--- config.mk ---
export PLATFORM = sky130hd
export DESIGN_NAME = vga_pixel_stream
export DESIGN_NICKNAME = d
export VERILOG_FILES = /design/src/rtl/vga_pkg.sv /design/src/rtl/vga_pixel_fifo.sv /design/src/rtl/vga_pixel_stream.sv
export SDC_FILE = /design/constraint.sdc
export NUM_CORES = 1
export LEC_CHECK = 0
export CORE_UTILIZATION = 59
export CTS_BUF_LIST = sky130_fd_sc_hd__clkbuf_4 sky130_fd_sc_hd__clkbuf_8
export DETAILED_ROUTE_END_ITERATION = 8
export PLACE_DENSITY = 0.88
export SKIP_CTS_REPAIR_TIMING = 1
export SLEW_MARGIN = 40
export SYNTH_ARGS = -nofsm -noshare
export SYNTH_HDL_FRONTEND = slang
export SYNTH_SLANG_ARGS = --single-unit
--- constraint.sdc ---
create_clock -name clk -period 4.5 [get_ports clk]
set_clock_uncertainty 0.15 [all_clocks]
set_input_delay 0.675 -clock clk [delete_from_list [all_inputs] [get_ports clk]]
set_output_delay 0.675 -clock clk [all_outputs]
set_load 0.005 [all_outputs]
--- src/rtl/vga_pkg.sv ---
// Shared types and constants for the VGA pixel output stage.
package vga_pkg;

    localparam int RGB_W_DEFAULT = 12;

    // Frame alignment states of the pixel stream
    typedef enum logic [1:0] {
        HUNT  = 2'd0,
        ARMED = 2'd1,
        RUN   = 2'd2
    } state_t;

    localparam logic [RGB_W_DEFAULT-1:0] BLACK = '0;

endpackage

--- src/rtl/vga_pixel_fifo.sv ---
// Small synchronous FIFO with occupancy output and a peek at the head entry.
module vga_pixel_fifo
    import vga_pkg::*;
#(
    parameter int W     = 13,
    parameter int DEPTH = 16
) (
    input  logic                     clk,
    input  logic                     reset,
    input  logic                     push_i,
    input  logic [W-1:0]             wr_data_i,
    input  logic                     pop_i,
    output logic [W-1:0]             head_o,
    output logic [$clog2(DEPTH):0]   level_o
);

    localparam int AW = $clog2(DEPTH);
    localparam int LW = AW + 1;
    localparam logic [LW-1:0] FULL = LW'(DEPTH);

    logic [W-1:0]  mem_q [DEPTH];
    logic [AW-1:0] wr_ptr_q, wr_ptr_d;
    logic [AW-1:0] rd_ptr_q, rd_ptr_d;
    logic [LW-1:0] level_q, level_d;
    logic          do_push, do_pop;

    // Guard against overflow and popping an empty FIFO regardless of the caller
    assign do_push = push_i && (level_q < FULL);
    assign do_pop  = pop_i && (level_q != '0);

    // Pointer and level update; pointers wrap naturally at DEPTH
    always_comb begin
        wr_ptr_d = wr_ptr_q;
        rd_ptr_d = rd_ptr_q;
        level_d  = level_q;
        if (do_push) wr_ptr_d = wr_ptr_q + AW'(1);
        if (do_pop)  rd_ptr_d = rd_ptr_q + AW'(1);
        case ({do_push, do_pop})
            2'b10:   level_d = level_q + LW'(1);
            2'b01:   level_d = level_q - LW'(1);
            default: level_d = level_q;
        endcase
    end

    // Control registers, cleared asynchronously
    always_ff @(posedge clk or posedge reset) begin
        if (reset) begin
            wr_ptr_q <= '0;
            rd_ptr_q <= '0;
            level_q  <= '0;
        end else begin
            wr_ptr_q <= wr_ptr_d;
            rd_ptr_q <= rd_ptr_d;
            level_q  <= level_d;
        end
    end

    // Storage array; contents are meaningless while level is zero, so no reset
    always_ff @(posedge clk) begin
        if (do_push) mem_q[wr_ptr_q] <= wr_data_i;
    end

    assign head_o  = mem_q[rd_ptr_q];
    assign level_o = level_q;

endmodule

--- src/rtl/vga_pixel_stream.sv ---
// Last stage before the DAC: buffers the upstream pixel stream, aligns it to the
// beam using the start-of-frame marker, and registers RGB and syncs together.
module vga_pixel_stream
    import vga_pkg::*;
#(
    parameter int RGB_W      = RGB_W_DEFAULT,
    parameter int FIFO_DEPTH = 16,
    parameter int ERR_CNT_W  = 16
) (
    input  logic                 clk,
    input  logic                 reset,
    input  logic [9:0]           hpos,
    input  logic [9:0]           vpos,
    input  logic                 display_on,
    input  logic                 hsync,
    input  logic                 vsync,
    input  logic                 s_valid,
    output logic                 s_ready,
    input  logic [RGB_W-1:0]     s_data,
    input  logic                 s_sof,
    output logic [RGB_W-1:0]     vga_rgb,
    output logic                 vga_hsync,
    output logic                 vga_vsync,
    output logic                 locked,
    output logic [ERR_CNT_W-1:0] underflow_cnt,
    output logic                 sof_err
);

    localparam int LW = $clog2(FIFO_DEPTH) + 1;
    localparam logic [LW-1:0]    FULL  = LW'(FIFO_DEPTH);
    localparam logic [RGB_W-1:0] BLANK = RGB_W'(BLACK);

    state_t                 state_q, state_d;
    logic [RGB_W-1:0]       rgb_q, rgb_d;
    logic [ERR_CNT_W-1:0]   cnt_q, cnt_d;
    logic                   err_q, err_d;
    logic                   hsync_q, vsync_q, locked_q;

    logic [LW-1:0]          level;
    logic [RGB_W:0]         head;
    logic                   head_sof;
    logic [RGB_W-1:0]       head_data;
    logic                   push, pop, fifo_empty, frame_start;

    assign s_ready     = !reset && (level < FULL);
    assign push        = s_valid && s_ready;
    assign head_sof    = head[RGB_W];
    assign head_data   = head[RGB_W-1:0];
    assign fifo_empty  = (level == '0);
    assign frame_start = display_on && (hpos == '0) && (vpos == '0);

    vga_pixel_fifo #(
        .W     (RGB_W + 1),
        .DEPTH (FIFO_DEPTH)
    ) u_fifo (
        .clk       (clk),
        .reset     (reset),
        .push_i    (push),
        .wr_data_i ({s_sof, s_data}),
        .pop_i     (pop),
        .head_o    (head),
        .level_o   (level)
    );

    // Alignment decisions: which entry leaves the FIFO and what colour is shown next
    always_comb begin
        state_d = state_q;
        pop     = 1'b0;
        rgb_d   = BLANK;
        err_d   = 1'b0;
        cnt_d   = cnt_q;
        case (state_q)
            HUNT: begin
                if (!fifo_empty) begin
                    if (head_sof) state_d = ARMED;
                    else          pop     = 1'b1;
                end
            end
            ARMED: begin
                if (frame_start && !fifo_empty) begin
                    pop     = 1'b1;
                    rgb_d   = head_data;
                    state_d = RUN;
                end
            end
            RUN: begin
                if (display_on) begin
                    if (fifo_empty) begin
                        err_d   = 1'b1;
                        state_d = HUNT;
                        if (cnt_q != '1) cnt_d = cnt_q + ERR_CNT_W'(1);
                    end else if (head_sof && !frame_start) begin
                        // Stream ended early: the held sof entry starts the next frame
                        err_d   = 1'b1;
                        state_d = ARMED;
                    end else if (frame_start && !head_sof) begin
                        // Stream ran long: discard the excess while hunting
                        err_d   = 1'b1;
                        state_d = HUNT;
                    end else begin
                        pop   = 1'b1;
                        rgb_d = head_data;
                    end
                end
            end
            default: state_d = HUNT;
        endcase
    end

    // State and all outputs registered together so RGB and syncs share one cycle of lag
    always_ff @(posedge clk or posedge reset) begin
        if (reset) begin
            state_q  <= HUNT;
            rgb_q    <= BLANK;
            hsync_q  <= 1'b0;
            vsync_q  <= 1'b0;
            locked_q <= 1'b0;
            cnt_q    <= '0;
            err_q    <= 1'b0;
        end else begin
            state_q  <= state_d;
            rgb_q    <= rgb_d;
            hsync_q  <= hsync;
            vsync_q  <= vsync;
            locked_q <= (state_d == RUN);
            cnt_q    <= cnt_d;
            err_q    <= err_d;
        end
    end

    assign vga_rgb       = rgb_q;
    assign vga_hsync     = hsync_q;
    assign vga_vsync     = vsync_q;
    assign locked        = locked_q;
    assign underflow_cnt = cnt_q;
    assign sof_err       = err_q;

endmodule

; Yosys cells after proc, flatten, opt, wreduce, memory -nomap -nowiden
; Memory sizes are Yosys's and may differ from the RTL's.
; Index checks and enable logic that the tools add are counted.
[totals]
output_inout_bits = 33
ff_bits = 47
inputBits = 39
memories = 1
ramBits = 208
[classes]
magnitude_cmp = 1
n_reduce_logical = 20
muxes = 30
n_eq_ne = 6
addsub = 5
[memory_table]
columns = memory, depth, width, read_ports, rd_clocked_by_memory_dff, write_ports, line
row1 = u_fifo.mem_q, 16, 13, 1, 0, 1, vga_pixel_fifo.sv:21  ; logic [W-1:0] mem_q [DEPTH];
[ops]
columns = cell, count
row1 = two-way mux 12 bit, 5
row2 = case mux 12 bit (2 select lines), 1
row3 = logical NOT 10 bit, 2
row4 = "adder 16 x 1 -> 16 bit, second input constant", 1
row5 = "!= test 16 bit, second input constant", 1
row6 = two-way mux 1 bit, 14
row7 = two-way mux 2 bit, 7
row8 = case mux 5 bit (2 select lines), 1
row9 = logical AND 1 bit, 9
row10 = "adder 4 x 1 -> 4 bit, second input constant", 2
row11 = "equality test 2 bit, second input constant", 3
row12 = case mux 2 bit (3 select lines), 1
row13 = "adder 5 x 1 -> 5 bit, second input constant", 1
row14 = logical NOT 5 bit, 1
row15 = "less-than comparator 5 bit, second input constant", 1
row16 = nonzero test 5 bit, 1
row17 = "subtractor 5 x 1 -> 5 bit, second input constant", 1
row18 = "equality test 2 x 1 -> 1 bit, second input constant", 2
row19 = logical NOT 1 bit, 4
row20 = AND reduction 4 bit, 1
row21 = case mux 1 bit (3 select lines), 1
row22 = logical NOT 2 bit, 1
row23 = nonzero test 2 bit, 1

; Logic depth before layout (Yosys ltp)
; Gate-level depths: netlist of the first run.
[logic_depth]
ltp_word = 12
mapped_depth = 19
ltp_nobuf = 17

; Cells and area by module
; From an unflattened synthesis of the first run, not the netlist that was laid out.
[hier_totals]
hier_cells = 619
area_unflattened_um2 = 10675.2
[modules_own_cells]
columns = module, seq_area_each_um2, cells_per_inst, instances, area_each_um2
row1 = vga_pixel_fifo, 6571.3, 461, 1, 8996.1
row2 = vga_pixel_stream, 850.8, 158, 1, 1679.1

; Worst setup path after synthesis of the first run
; OpenSTA, ideal clock, no wires.
[synth_path]
path_type = register to register
start = reg u_fifo.rd_ptr_q[0]
end = reg u_fifo.level_q[4], in the netlist u_fifo.level_o[4]
arrival_ns = 3.698
path_stages_with_launch = 20
setup_ns = 0.125
setup_slack_ns = 0.527
cell_sequence = dfrtp_1 buf_4 buf_8 mux2i_1 mux4_2 mux2_2 ha_1 and3_1 a211o_1 o21ai_4 inv_1 ha_1 inv_1 fa_1 inv_1 a21o_1 a21oi_1 xnor2_1 nor2_1 xor2_1
[synth_via]
elab_chain_cells = 11
[synth_lines]
columns = item, line
row1 = start: declaration, vga_pixel_fifo.sv:23  ; logic [AW-1:0] rd_ptr_q, rd_ptr_d;
row2 = start signal: assignment, vga_pixel_fifo.sv:53  ; rd_ptr_q <= rd_ptr_d;
row3 = memory read (16 x 13 bit) *, n/a
row4 = logical NOT 1 bit, vga_pixel_stream.sv:96  ; end else if (frame_start && !head_sof) begin
row5 = logical AND 1 bit, vga_pixel_stream.sv:96
row6 = two-way mux 1 bit, vga_pixel_stream.sv:96
row7 = two-way mux 1 bit, vga_pixel_stream.sv:92  ; end else if (head_sof && !frame_start) begin
row8 = two-way mux 1 bit, vga_pixel_stream.sv:88  ; if (fifo_empty) begin
row9 = two-way mux 1 bit, vga_pixel_stream.sv:87  ; if (display_on) begin
row10 = case mux 1 bit (3 select lines) *, vga_pixel_stream.sv:72  ; case (state_q)
row11 = logical AND 1 bit *, vga_pixel_fifo.sv:29  ; assign do_pop = pop_i && (level_q != '0);
row12 = via u_fifo.do_pop, vga_pixel_fifo.sv:25  ; logic do_push, do_pop;
row13 = equality test 2 x 1 -> 1 bit or equality test 2 bit (tied branches), vga_pixel_fifo.sv:38  ; case ({do_push, do_pop})
row14 = case mux 5 bit (2 select lines) or nonzero test 2 bit (tied branches), n/a
row15 = end signal: assignment, vga_pixel_fifo.sv:54  ; level_q <= level_d;
row16 = end: declaration, vga_pixel_fifo.sv:24  ; logic [LW-1:0] level_q, level_d;
; Mark *: on every way through the listed nets, which the timed path passes. The rest lies on a longest branch.
; A chain may end at the register's enable or synchronous reset.

; Worst setup path in the final report of the first run
; Same ends and word-level chain as after synthesis.

==> out/results.md, run 1 <==
- Highest Clock Rate: 233 MHz
- net count reported at finish: 702
- layout-stage area growth over the synthesis result: 18.4%
- Longest Clk Path Bufs: 3
- post-synth net total: 585
- global-route usage over all layers: 0.241
- post-layout minimum cycle time: 4.29 ns
- R2R Setup Slk: 0.21 ns
- global-route wire length before repair: 31.1 mm
- number of I/O port buffers: 71
- number of global-route vias before repair: 5553
- final setup violation count: 0
- post-synthesis average cell area: 19.3 um2
- Max H-tree Level: 2
- total clock buffers created by CTS: 40
- number of vias per cell after detailed routing: 6.00
- via total after detailed routing: 5367
- CTS clock-pin slew for the worst setup and hold paths: 0.07 ns
- leakage power figure: 4.22 nW
- Least-Margin Pin Slew: 0.824 ns
- filler-free cell count of the finished design: 894
- R2R Path End: u_fifo.level_o[4]$_DFFE_PP0P_
- total placed instance area: 0.0113 mm2
- total power density per cell area: 526 mW/mm2
- Root Driver: sky130_fd_sc_hd__clkbuf_8
- remaining max-slew budget at the tightest pin: 0.448
- number of instances in the synthesized netlist: 529
- wire length reported by the detailed router: 20.4 mm
- hold path endpoint: underflow_cnt[10]$_DFFE_PP0P_
- initial antenna violation count: 0
- highest net fanout along the worst path: 13
- CP required: 4.77 ns
- violation count after the first detailed-routing iteration: 362
- post-route core utilization: 0.721
- post-synth cell types: 47
- Yosys warnings: 0
- classification of the worst-slack hold path: reg2reg
- cell depth of the worst min-delay path: 1
- total chip power: 6.36 mW
- router iterations before antenna repair: 5
- CP startpoint kind: flop
- Routed Antenna Nets: 0
- sequential-to-total area share from yosys stat: 0.727
- remaining design rule violation count: 0
- finished layout cell area: 0.0121 mm2
- initial core utilization: 0.610
- synthesized cell area: 0.0102 mm2
- final worst-path cycle share: 0.954
- final hold violation count: 0
- commonest non-fill, non-tap cell in the layout: sky130_fd_sc_hd__edfxtp_1
- worst endpoint data arrival time: 4.57 ns
- startpoint of the most critical register-to-register path: u_fifo.rd_ptr_q[0]$_DFFE_PP0P_
- die span in x: 134 um
- critical path capture point type: flop
- Congestion Overflow GR: 0
- CTS tree: yes
- Final Wtd Congestion: 0.815
- Die Outline Area: 0.0178 mm2
- Die Height: 134 um
- minimum hold slack: 0.337 ns
- Setup WS pre-CTS: -0.0825 ns
- setup repair after global routing missed its margin: false
- run status: complete, no violations
- Rows: 47
- number of clock sinks seen by CTS: 255
- HPWL after detailed placement: 12.4 mm
- final number of max-transition violations: 0
- worst IR drop on VDD: 0.404 mV
- boundary pin count: 72
- flip-flop and latch count after synthesis: 255
- origin of the worst min-delay path: underflow_cnt[10]$_DFFE_PP0P_
- clock insertion delay at the later pin of the skew report: 0.54 ns
- Worst Setup Slack, final: 0.208 ns
- path type of the worst setup path: reg2reg
- share of cells above drive strength 1: 0.243
- total core area: 0.0168 mm2
- max-cap violations: 0
- instance count after placement with tap cells included: 824
- worst reg2reg path depth: 17
- Routed wire per std cell: 22.8 um
- largest net degree at the start of global routing: 48
- accumulated negative setup slack: 0 ns
- highest-count cells in the layout ignoring fill and taps: sky130_fd_sc_hd__edfxtp_1, sky130_fd_sc_hd__clkdlybuf4s50_1, sky130_fd_sc_hd__mux4_2
- number of inserted diodes: 0
==> power by group <==
part / switching, mW / internal (mW) / leakage (nW) / total, mW
Clock: 0.864 / 0.946 / 0.393 / 1.81
Combinational: 0.790 / 0.917 / 1.34 / 1.71
Sequential: 0.144 / 2.70 / 2.49 / 2.84
==> how the worst max path moves through the flow <==
stage	from	end	slack, ns	cells after the start
2_1_floorplan	u_fifo.rd_ptr_q[0]$_DFFE_PP0P_	u_fifo.level_o[4]$_DFFE_PP0P_	0.53	19
3_3_place_gp	display_on	u_fifo.level_o[4]$_DFFE_PP0P_	0.14	18
3_5_place_dp	display_on	u_fifo.level_o[4]$_DFFE_PP0P_	-0.08	18
4_1_cts	u_fifo.rd_ptr_q[0]$_DFFE_PP0P_	u_fifo.level_o[4]$_DFFE_PP0P_	0.22	17
5_1_grt	u_fifo.rd_ptr_q[0]$_DFFE_PP0P_	u_fifo.level_o[4]$_DFFE_PP0P_	0.03	17
6_report	u_fifo.rd_ptr_q[0]$_DFFE_PP0P_	u_fifo.level_o[4]$_DFFE_PP0P_	0.21	17
==> worst max-delay path: stages, from the launching register on <==
cell and delay [ns]:
sky130_fd_sc_hd__dfrtp_4 0.58, sky130_fd_sc_hd__mux2i_1 0.19, sky130_fd_sc_hd__mux4_2 0.51, sky130_fd_sc_hd__mux2_2 0.32
sky130_fd_sc_hd__ha_1 0.31, sky130_fd_sc_hd__and3_1 0.18, sky130_fd_sc_hd__a211o_1 0.29, sky130_fd_sc_hd__o21ai_4 0.22
sky130_fd_sc_hd__inv_1 0.07, sky130_fd_sc_hd__ha_1 0.25, sky130_fd_sc_hd__inv_1 0.13, sky130_fd_sc_hd__fa_1 0.22
sky130_fd_sc_hd__inv_1 0.05, sky130_fd_sc_hd__a21o_1 0.17, sky130_fd_sc_hd__a21oi_1 0.19, sky130_fd_sc_hd__xnor2_1 0.15
sky130_fd_sc_hd__nor2_1 0.07, sky130_fd_sc_hd__xor2_1 0.15
==> routing by layer <==
layer	track usage	share of wire	vias up
li1	-	-	2342
met1	0.311	0.38	2725
met2	0.409	0.52	260
met3	0.0453	0.079	40
met4	0.0941	0.024	0
met5	0	0	-
==> registers in the layout (all words and copies together) (netlist names) <==
name and cells:
u_fifo.wr_ptr_q 4, u_fifo.mem_q 208, vga_vsync 1, sof_err 1
u_fifo.level_o 5, underflow_cnt 16, vga_hsync 1, vga_rgb 12
u_fifo.rd_ptr_q 4, locked 1, state_q 2
==> synthesized netlist by cell type (all sizes together) <==
library cell  instances  area, um2
xor2                  9       78.8
a211oi                1       12.5
nor2                 24       90.1
a21o                  2       15.0
a31oi                 1       6.26
nor4                  3       18.8
a32o                  1       10.0
nor3                  9       50.1
fa                    1       20.0
a311o                 1       10.0
nor3b                 1       7.51
nor2b                12       75.1
and4                  2       17.5
buf                  12       67.6
nand3b                1       7.51
or3                   3       18.8
o31ai                 2       15.0
nor4b                 1       8.76
a22oi                 1       7.51
and2                  2       12.5
and3b                 1       8.76
dfrtp                47       1180
a221o                 1       10.0
nand2b                2       12.5
xnor2                16        140
nand2                18       67.6
mux4                 62       1400
inv                  16       60.1
nand3                 6       30.0
ha                   16        200
clkbuf               10       37.5
o21ai                 7       46.3
nand4                 8       50.1
a211o                 1       8.76
a21bo                 1       10.0
mux2                  3       33.8
edfxtp              208       6250
o211ai                2       15.0
a21oi                 5       25.0
and3                  2       12.5
mux2i                 8       80.1
==> layout make-up <==
cell class                 instances  area, um2
clock buffer                      53        648
clock inverter                    17       96.3
fill                             975       4670
inverter                          16       62.6
multi-input combinational        236       2660
sequential                       255       7430
tap                              220        275
timing repair buffer              97        921
==> cell families (layout without fill, tap and decap cells) <==
| kind of cell | count (synthesis) | after routing | synth area share |
|---|---|---|---|
| and+or+nand+nor | 95 | 95 | 0.0478 |
| DFF | 255 | 255 | 0.727 |
| buffers and inverters | 38 | 183 | 0.0162 |
| AOI/OAI and AO/OA | 26 | 26 | 0.0187 |
| xor gates and xnor gates | 25 | 25 | 0.0214 |
| muxes | 73 | 73 | 0.148 |
| adders and majority gates | 17 | 17 | 0.0216 |
Note: power is estimated with default switching activity, not from simulation.
==> inputs of run 2 (changes only) <==
--- a/config.mk
+++ b/config.mk
@@ -5,10 +5,12 @@
 export SDC_FILE = /design/constraint.sdc
 export NUM_CORES = 1
 export LEC_CHECK = 0
+export ABC_CLOCK_PERIOD_IN_PS = 4500
 export CORE_UTILIZATION = 59
 export CTS_BUF_LIST = sky130_fd_sc_hd__clkbuf_4 sky130_fd_sc_hd__clkbuf_8
 export DETAILED_ROUTE_END_ITERATION = 8
 export PLACE_DENSITY = 0.88
+export RECOVER_POWER = 100
 export SKIP_CTS_REPAIR_TIMING = 1
 export SLEW_MARGIN = 40
 export SYNTH_ARGS = -nofsm -noshare
==> run 2 against run 1 <==
Compared with the run above:
- the run now ends with capacitance limit, slew limit left
- core utilization shrank 0.75 points
- die area is the same
- sequential power is essentially flat
- wire length is essentially flat
- critical path depth is the same
- global-route usage is the same
- sequential share of layout area grew 0.65 points
- worst hold slack lost 0.0022 ns
- first-iteration DRC count shrank 8.6%
- largest cell class unchanged
- cell count is the same
==> out/results.md, run 2 (synthesis gave the netlist of run 1 again) <==
- max-cap violations: 1
- share of cells above drive strength 1: 0.208
- CP required: 4.77 ns
- final hold violation count: 0
- final setup violation count: 0
- global-route usage over all layers: 0.241
- final number of max-transition violations: 48
- via total after detailed routing: 5401
- number of inserted diodes: 0
- CP startpoint kind: flop
- top routing layer in use: met4
- die span in x: 134 um
- initial core utilization: 0.610
- number of I/O port buffers: 71
- total core area: 0.0168 mm2
- CP dominant cell by count: sky130_fd_sc_hd__inv_1
- router iterations before antenna repair: 4
- Die Height: 134 um
- largest net degree at the start of global routing: 48
- cell depth of the worst min-delay path: 1
- remaining design rule violation count: 0
- origin of the worst min-delay path: underflow_cnt[10]$_DFFE_PP0P_
- Critical Path, Cell by Cell: mux2i_1 -> mux4_2 -> mux2_2 -> ha_1 -> and3_1 -> a211o_1 -> o21ai_4 -> inv_1 -> ha_1 -> inv_1 -> fa_1 -> inv_1 -> a21o_1 -> a21oi_1 -> xnor2_1 -> nor2_1 -> xor2_1
- Routed wire per std cell: 22.9 um
- wire length reported by the detailed router: 20.4 mm
- M1 wire length: 7.86 mm
- global-route wire length before repair: 31.1 mm
- multi-input logic area: 0.00262 mm2
- worst endpoint data arrival time: 4.56 ns
- Highest Clock Rate: 233 MHz
- total chip power: 6.33 mW
- Rows: 47
- clock insertion delay at the later pin of the skew report: 0.54 ns
- Final Wtd Congestion: 0.815
- CTS clock-pin slew for the worst setup and hold paths: 0.07 ns
- Routed Antenna Nets: 0
- final worst-path cycle share: 0.952
- Longest Clk Path Bufs: 3
- commonest non-fill, non-tap cell in the layout: sky130_fd_sc_hd__edfxtp_1
- CTS tree: yes
- number of clock sinks seen by CTS: 255
- Least-Margin Pin Slew: 2.26 ns
- met3 wire len: 1.52 mm
- largest register by flop count: u_fifo.mem_q
- Root Driver: sky130_fd_sc_hd__clkbuf_8
- highest-count cells in the layout ignoring fill and taps: sky130_fd_sc_hd__edfxtp_1, sky130_fd_sc_hd__mux4_2, sky130_fd_sc_hd__dlygate4sd3_1
- Congestion Overflow GR: 0
- setup repair after global routing missed its margin: false
- Die Outline Area: 0.0178 mm2
- hold path endpoint: underflow_cnt[10]$_DFFE_PP0P_
- path type of the worst setup path: reg2reg
- CP peak stage delay: 0.58 ns
- boundary pin count: 72
- leakage power figure: 4.24 nW
- total clock buffers created by CTS: 40
- count of fill cells added during filler insertion: 1002
- Slowest cell on crit path: sky130_fd_sc_hd__dfrtp_4
- layout-stage area growth over the synthesis result: 17.1%
- HPWL after detailed placement: 12.4 mm
- run status: finished, violations left
- remaining max-slew budget at the tightest pin: -0.514
- worst IR drop on VDD: 0.404 mV
- detailed-routed wire length on met2: 10.6 mm
- flip-flop count of the largest register after layout: 208
- initial antenna violation count: 0
- critical path capture point type: flop
- number of global-route vias before repair: 5553
- classification of the worst-slack hold path: reg2reg
- post-layout minimum cycle time: 4.28 ns
- total power density per cell area: 529 mW/mm2
- violated checks: capacitance limit, slew limit
- violation count after the first detailed-routing iteration: 331
- startpoint of the most critical register-to-register path: u_fifo.rd_ptr_q[0]$_DFFE_PP0P_
- worst reg2reg path depth: 17
- Max H-tree Level: 2
- R2R Path End: u_fifo.level_o[4]$_DFFE_PP0P_
- R2R Setup Slk: 0.22 ns
- minimum hold slack: 0.335 ns
- highest net fanout along the worst path: 13
- storage element area: 0.00743 mm2
- number of vias per cell after detailed routing: 6.04
- net count reported at finish: 702
run 2: changes by cell type in the layout (fill, tap and decap cells not counted), sizes merged:
cell / previous run / this run
clkbuf: 53 / 71
clkinvlp: 2 / 3
inv: 16 / 15
buf: 26 / 8
clkdlybuf4s50: 71 / 21
dlygate4sd3: 0 / 50
run 2: stage by stage:
step / util / TNS [ns] / setup WS (ns) / area (um2) / cells
2_1_floorplan: - / 0 / 0.527 / 10200 / 529
3_3_place_gp: 0.675 / 0 / 0.136 / 11300 / 822
3_5_place_dp: 0.677 / -0.0825 / -0.0825 / 11300 / 824
4_1_cts: 0.721 / 0 / 0.219 / 12100 / 894
5_1_grt: 0.714 / 0 / 0.0342 / 12000 / 894
6_report: 0.714 / 0 / 0.215 / 12000 / 894
run 2: report_power, final:
part           total [mW]  switching (mW)  leakage, nW  internal, mW
Clock                1.81           0.865        0.393         0.946
Combinational        1.69           0.788         1.35         0.901
Sequential           2.83           0.130         2.49          2.70
Total                6.33            1.78         4.24          4.54
run 2: metal layers:
metal | GRT usage | vias to the layer above
met2 | 0.409 | 253
met1 | 0.311 | 2770
met3 | 0.0453 | 38
met5 | 0 | -
met4 | 0.0941 | 0
li1 | - | 2340
run 2: cell type report:
class / instances / area share
flip-flops and latches: 255 / 0.621
multi-input cells: 236 / 0.219
repair buffers: 97 / 0.0701
clock buffers: 53 / 0.0542
well taps: 220 / 0.0230
clock inverters: 17 / 0.00805
inverters: 16 / 0.00512
run 2: how the worst max path moves through the flow:
stage                     cells past startpoint                            from  slack [ns]                             to
after floorplan                              19  u_fifo.rd_ptr_q[0]$_DFFE_PP0P_        0.53  u_fifo.level_o[4]$_DFFE_PP0P_
after global placement                       18                      display_on        0.14  u_fifo.level_o[4]$_DFFE_PP0P_
after detailed placement                     18                      display_on       -0.08  u_fifo.level_o[4]$_DFFE_PP0P_
after CTS                                    17  u_fifo.rd_ptr_q[0]$_DFFE_PP0P_        0.22  u_fifo.level_o[4]$_DFFE_PP0P_
after global routing                         17  u_fifo.rd_ptr_q[0]$_DFFE_PP0P_        0.03  u_fifo.level_o[4]$_DFFE_PP0P_
final                                        17  u_fifo.rd_ptr_q[0]$_DFFE_PP0P_        0.22  u_fifo.level_o[4]$_DFFE_PP0P_
run 2: worst max-delay path, delay by kind of cell (launching register included):
family                     cells  cell delay [ns]
and+or+nand+nor                2             0.25
xor gates and xnor gates       2             0.30
buffers and inverters          3             0.25
AOI/OAI and AO/OA              4             0.87
DFF                            1             0.58
adders and majority gates      3             0.78
muxes                          3             1.01
==> inputs of run 3 (changes only) <==
--- a/config.mk
+++ b/config.mk
@@ -6,10 +6,12 @@
 export NUM_CORES = 1
 export LEC_CHECK = 0
 export ABC_CLOCK_PERIOD_IN_PS = 4500
-export CORE_UTILIZATION = 59
+export CELL_PAD_IN_SITES_DETAIL_PLACEMENT = 1
+export CELL_PAD_IN_SITES_GLOBAL_PLACEMENT = 1
+export CORE_UTILIZATION = 53
 export CTS_BUF_LIST = sky130_fd_sc_hd__clkbuf_4 sky130_fd_sc_hd__clkbuf_8
 export DETAILED_ROUTE_END_ITERATION = 8
-export PLACE_DENSITY = 0.88
+export PLACE_DENSITY = 0.9
 export RECOVER_POWER = 100
 export SKIP_CTS_REPAIR_TIMING = 1
 export SLEW_MARGIN = 40
==> constraint.sdc (replaced) <==
create_clock -name clk -period 4.5 [get_ports clk]
set_clock_uncertainty 0.15 [all_clocks]
set_input_delay 0.9 -clock clk [delete_from_list [all_inputs] [get_ports clk]]
set_output_delay 0.9 -clock clk [all_outputs]
set_load 0.005 [all_outputs]
==> run 3 against run 2 <==
Compared with the run above:
- the flow still finishes with violations (capacitance limit, slew limit)
- sequential cell count unchanged
- clock power up 12%
- core utilization down 7.0 points
- die area up 11%
- register-to-register slack better by 0.15 ns
- cell count up 2.8%
- via count up 2.6%
- wire length up 25%
- count of clock-buffer cells in the layout up 11
- largest power group unchanged
==> out/results.md, run 3 (synthesis gave the netlist of run 1 again) <==
- largest register by flop count: u_fifo.mem_q
- startpoint of the most critical register-to-register path: u_fifo.rd_ptr_q[0]$_DFFE_PP0P_
- Root Driver: sky130_fd_sc_hd__clkbuf_8
- number of clock sinks seen by CTS: 255
- count of fill cells added during filler insertion: 1587
- CTS clock-pin slew for the worst setup and hold paths: 0.06 ns
- global-route usage over all layers: 0.271
- Highest Clock Rate: 241 MHz
- share of cells above drive strength 1: 0.218
- HPWL after detailed placement: 14.4 mm
- global-route wire length before repair: 38.1 mm
- CP startpoint kind: input pin
- critical path capture point type: flop
- max-cap violations: 2
- largest net degree at the start of global routing: 50
- clock insertion delay at the later pin of the skew report: 0.55 ns
- flip-flop count of the largest register after layout: 208
- highest net fanout along the worst path: 4
- violated checks: capacitance limit, slew limit
- commonest non-fill, non-tap cell in the layout: sky130_fd_sc_hd__edfxtp_1
- Die Height: 141 um
- classification of the worst-slack hold path: reg2reg
- worst IR drop on VDD: 0.365 mV
- violation count after the first detailed-routing iteration: 389
- total chip power: 6.63 mW
- post-layout minimum cycle time: 4.16 ns
- remaining design rule violation count: 0
- boundary pin count: 72
- post-route core utilization: 0.644
- worst endpoint data arrival time: 4.42 ns
- Routed Antenna Nets: 0
- total clock buffers created by CTS: 42
- number of global-route vias before repair: 6124
- Routed wire per std cell: 27.7 um
- initial antenna violation count: 1
- via total after detailed routing: 5539
- instance count after placement with tap cells included: 842
- Final Wtd Congestion: 0.801
- CTS tree: yes
- final hold violation count: 0
- layout-stage area growth over the synthesis result: 18.3%
- router iterations before antenna repair: 4
- total core area: 0.0188 mm2
- CP required: 4.76 ns
- final setup violation count: 0
- Critical Path, Cell by Cell: clkdlybuf4s50_1 -> nor4b_1 -> nand2_1 -> nor3_1 -> ha_1 -> and3_1 -> a211o_1 -> o21ai_4 -> inv_1 -> ha_1 -> inv_1 -> fa_1 -> inv_1 -> a21o_1 -> a21oi_1 -> xnor2_1 -> nor2_1 -> xor2_1
- final worst-path cycle share: 0.923
- origin of the worst min-delay path: underflow_cnt[14]$_DFFE_PP0P_
- delay-heaviest family, CP: simple AND/OR/NAND/NOR gates
- setup repair after global routing missed its margin: false
- die span in x: 141 um
- CP dominant cell by count: sky130_fd_sc_hd__inv_1
- initial core utilization: 0.544
- CP peak stage delay: 0.50 ns
- leakage power figure: 4.29 nW
- Max H-tree Level: 2
- Rows: 50
- number of vias per cell after detailed routing: 6.03
- remaining max-slew budget at the tightest pin: -0.577
- highest-count cells in the layout ignoring fill and taps: sky130_fd_sc_hd__edfxtp_1, sky130_fd_sc_hd__mux4_2, sky130_fd_sc_hd__dlygate4sd3_1
- path type of the worst setup path: in2reg
- Congestion Overflow GR: 0
- wire length reported by the detailed router: 25.5 mm
- Die Outline Area: 0.0198 mm2
- timing startpoint of the critical path: display_on
- net count reported at finish: 708
- Slowest cell on crit path: sky130_fd_sc_hd__clkdlybuf4s50_1
- run status: finished, violations left
- Longest Clk Path Bufs: 3
- Buf+Inv Stages, Crit Path: 4
- final number of max-transition violations: 56
- number of I/O port buffers: 71
- Least-Margin Pin Slew: 2.35 ns
- filler-free cell count of the finished design: 919
- total power density per cell area: 548 mW/mm2
==> run 3: metal layers <==
| metal | vias to the layer above | routed length, um | share of wire | GRT usage |
|---|---|---|---|---|
| li1 | 2344 | - | - | - |
| met5 | - | 0 | 0 | 0 |
| met1 | 2881 | 9630 | 0.38 | 0.334 |
| met2 | 273 | 13500 | 0.53 | 0.477 |
| met3 | 41 | 1890 | 0.074 | 0.0591 |
| met4 | 0 | 487 | 0.019 | 0.0921 |
==> run 3: cell type report <==
class / instances / area, um2 / area share
Antenna cell: 1 / 2.50 / 0.000207
Clock buffer: 64 / 762 / 0.0630
Clock inverter: 12 / 55.1 / 0.00455
Inverter: 16 / 61.3 / 0.00507
Multi-Input combinational cell: 236 / 2630 / 0.217
Sequential cell: 255 / 7430 / 0.614
Tap cell: 234 / 293 / 0.0242
Timing Repair Buffer: 101 / 861 / 0.0712
==> run 3: metrics by stage <==
| stage | cell area (um2) | hold WS (ns) | setup WS, ns | setup TNS (ns) |
|---|---|---|---|---|
| 5_1_grt | 12100 | 0.380 | 0.0650 | 0 |
| 4_1_cts | 12200 | 0.349 | 0.321 | 0 |
| 3_3_place_gp | 11400 | 0.322 | -0.0469 | -0.0469 |
| 6_report | 12100 | 0.338 | 0.344 | 0 |
| 2_1_floorplan | 10200 | 0.306 | 0.371 | 0 |
| 3_5_place_dp | 11400 | 0.340 | -0.239 | -0.333 |
==> run 3: report_power, final <==
group	leakage (nW)	switching (mW)	total, mW	internal, mW
sequential	2.49	0.134	2.83	2.70
clock	0.440	0.935	2.02	1.08
combinational	1.36	0.862	1.78	0.919
total	4.29	1.93	6.63	4.70
==> run 3: worst reg2reg max path: cells and delay by family, from the launching register on <==
family | cells | cell delay (ns)
buffers and inverters | 3 | 0.22
AND/OR/NAND/NOR | 2 | 0.26
adder cells (fa/ha/maj) | 3 | 0.77
XOR/XNOR | 2 | 0.29
flip-flops | 1 | 0.57
multiplexers | 3 | 0.98
AO/OA/AOI/OAI | 4 | 0.77
==> run 3: final timing paths <==
| check | end | depth (start not counted) | slack (ns) |
|---|---|---|---|
| min | underflow_cnt[14]$_DFFE_PP0P_ | 1 | 0.34 |
| max | u_fifo.level_o[4]$_DFFE_PP0P_ | 18 | 0.34 |
| max reg2reg | u_fifo.level_o[4]$_DFFE_PP0P_ | 17 | 0.37 |
| max in group asynchronous | u_fifo.rd_ptr_q[0]$_DFFE_PP0P_ | 2 | 1.57 |
| min in group asynchronous | vga_rgb[10]$_DFF_PP0_ | 2 | 1.34 |
| min reg2reg | underflow_cnt[14]$_DFFE_PP0P_ | 1 | 0.34 |
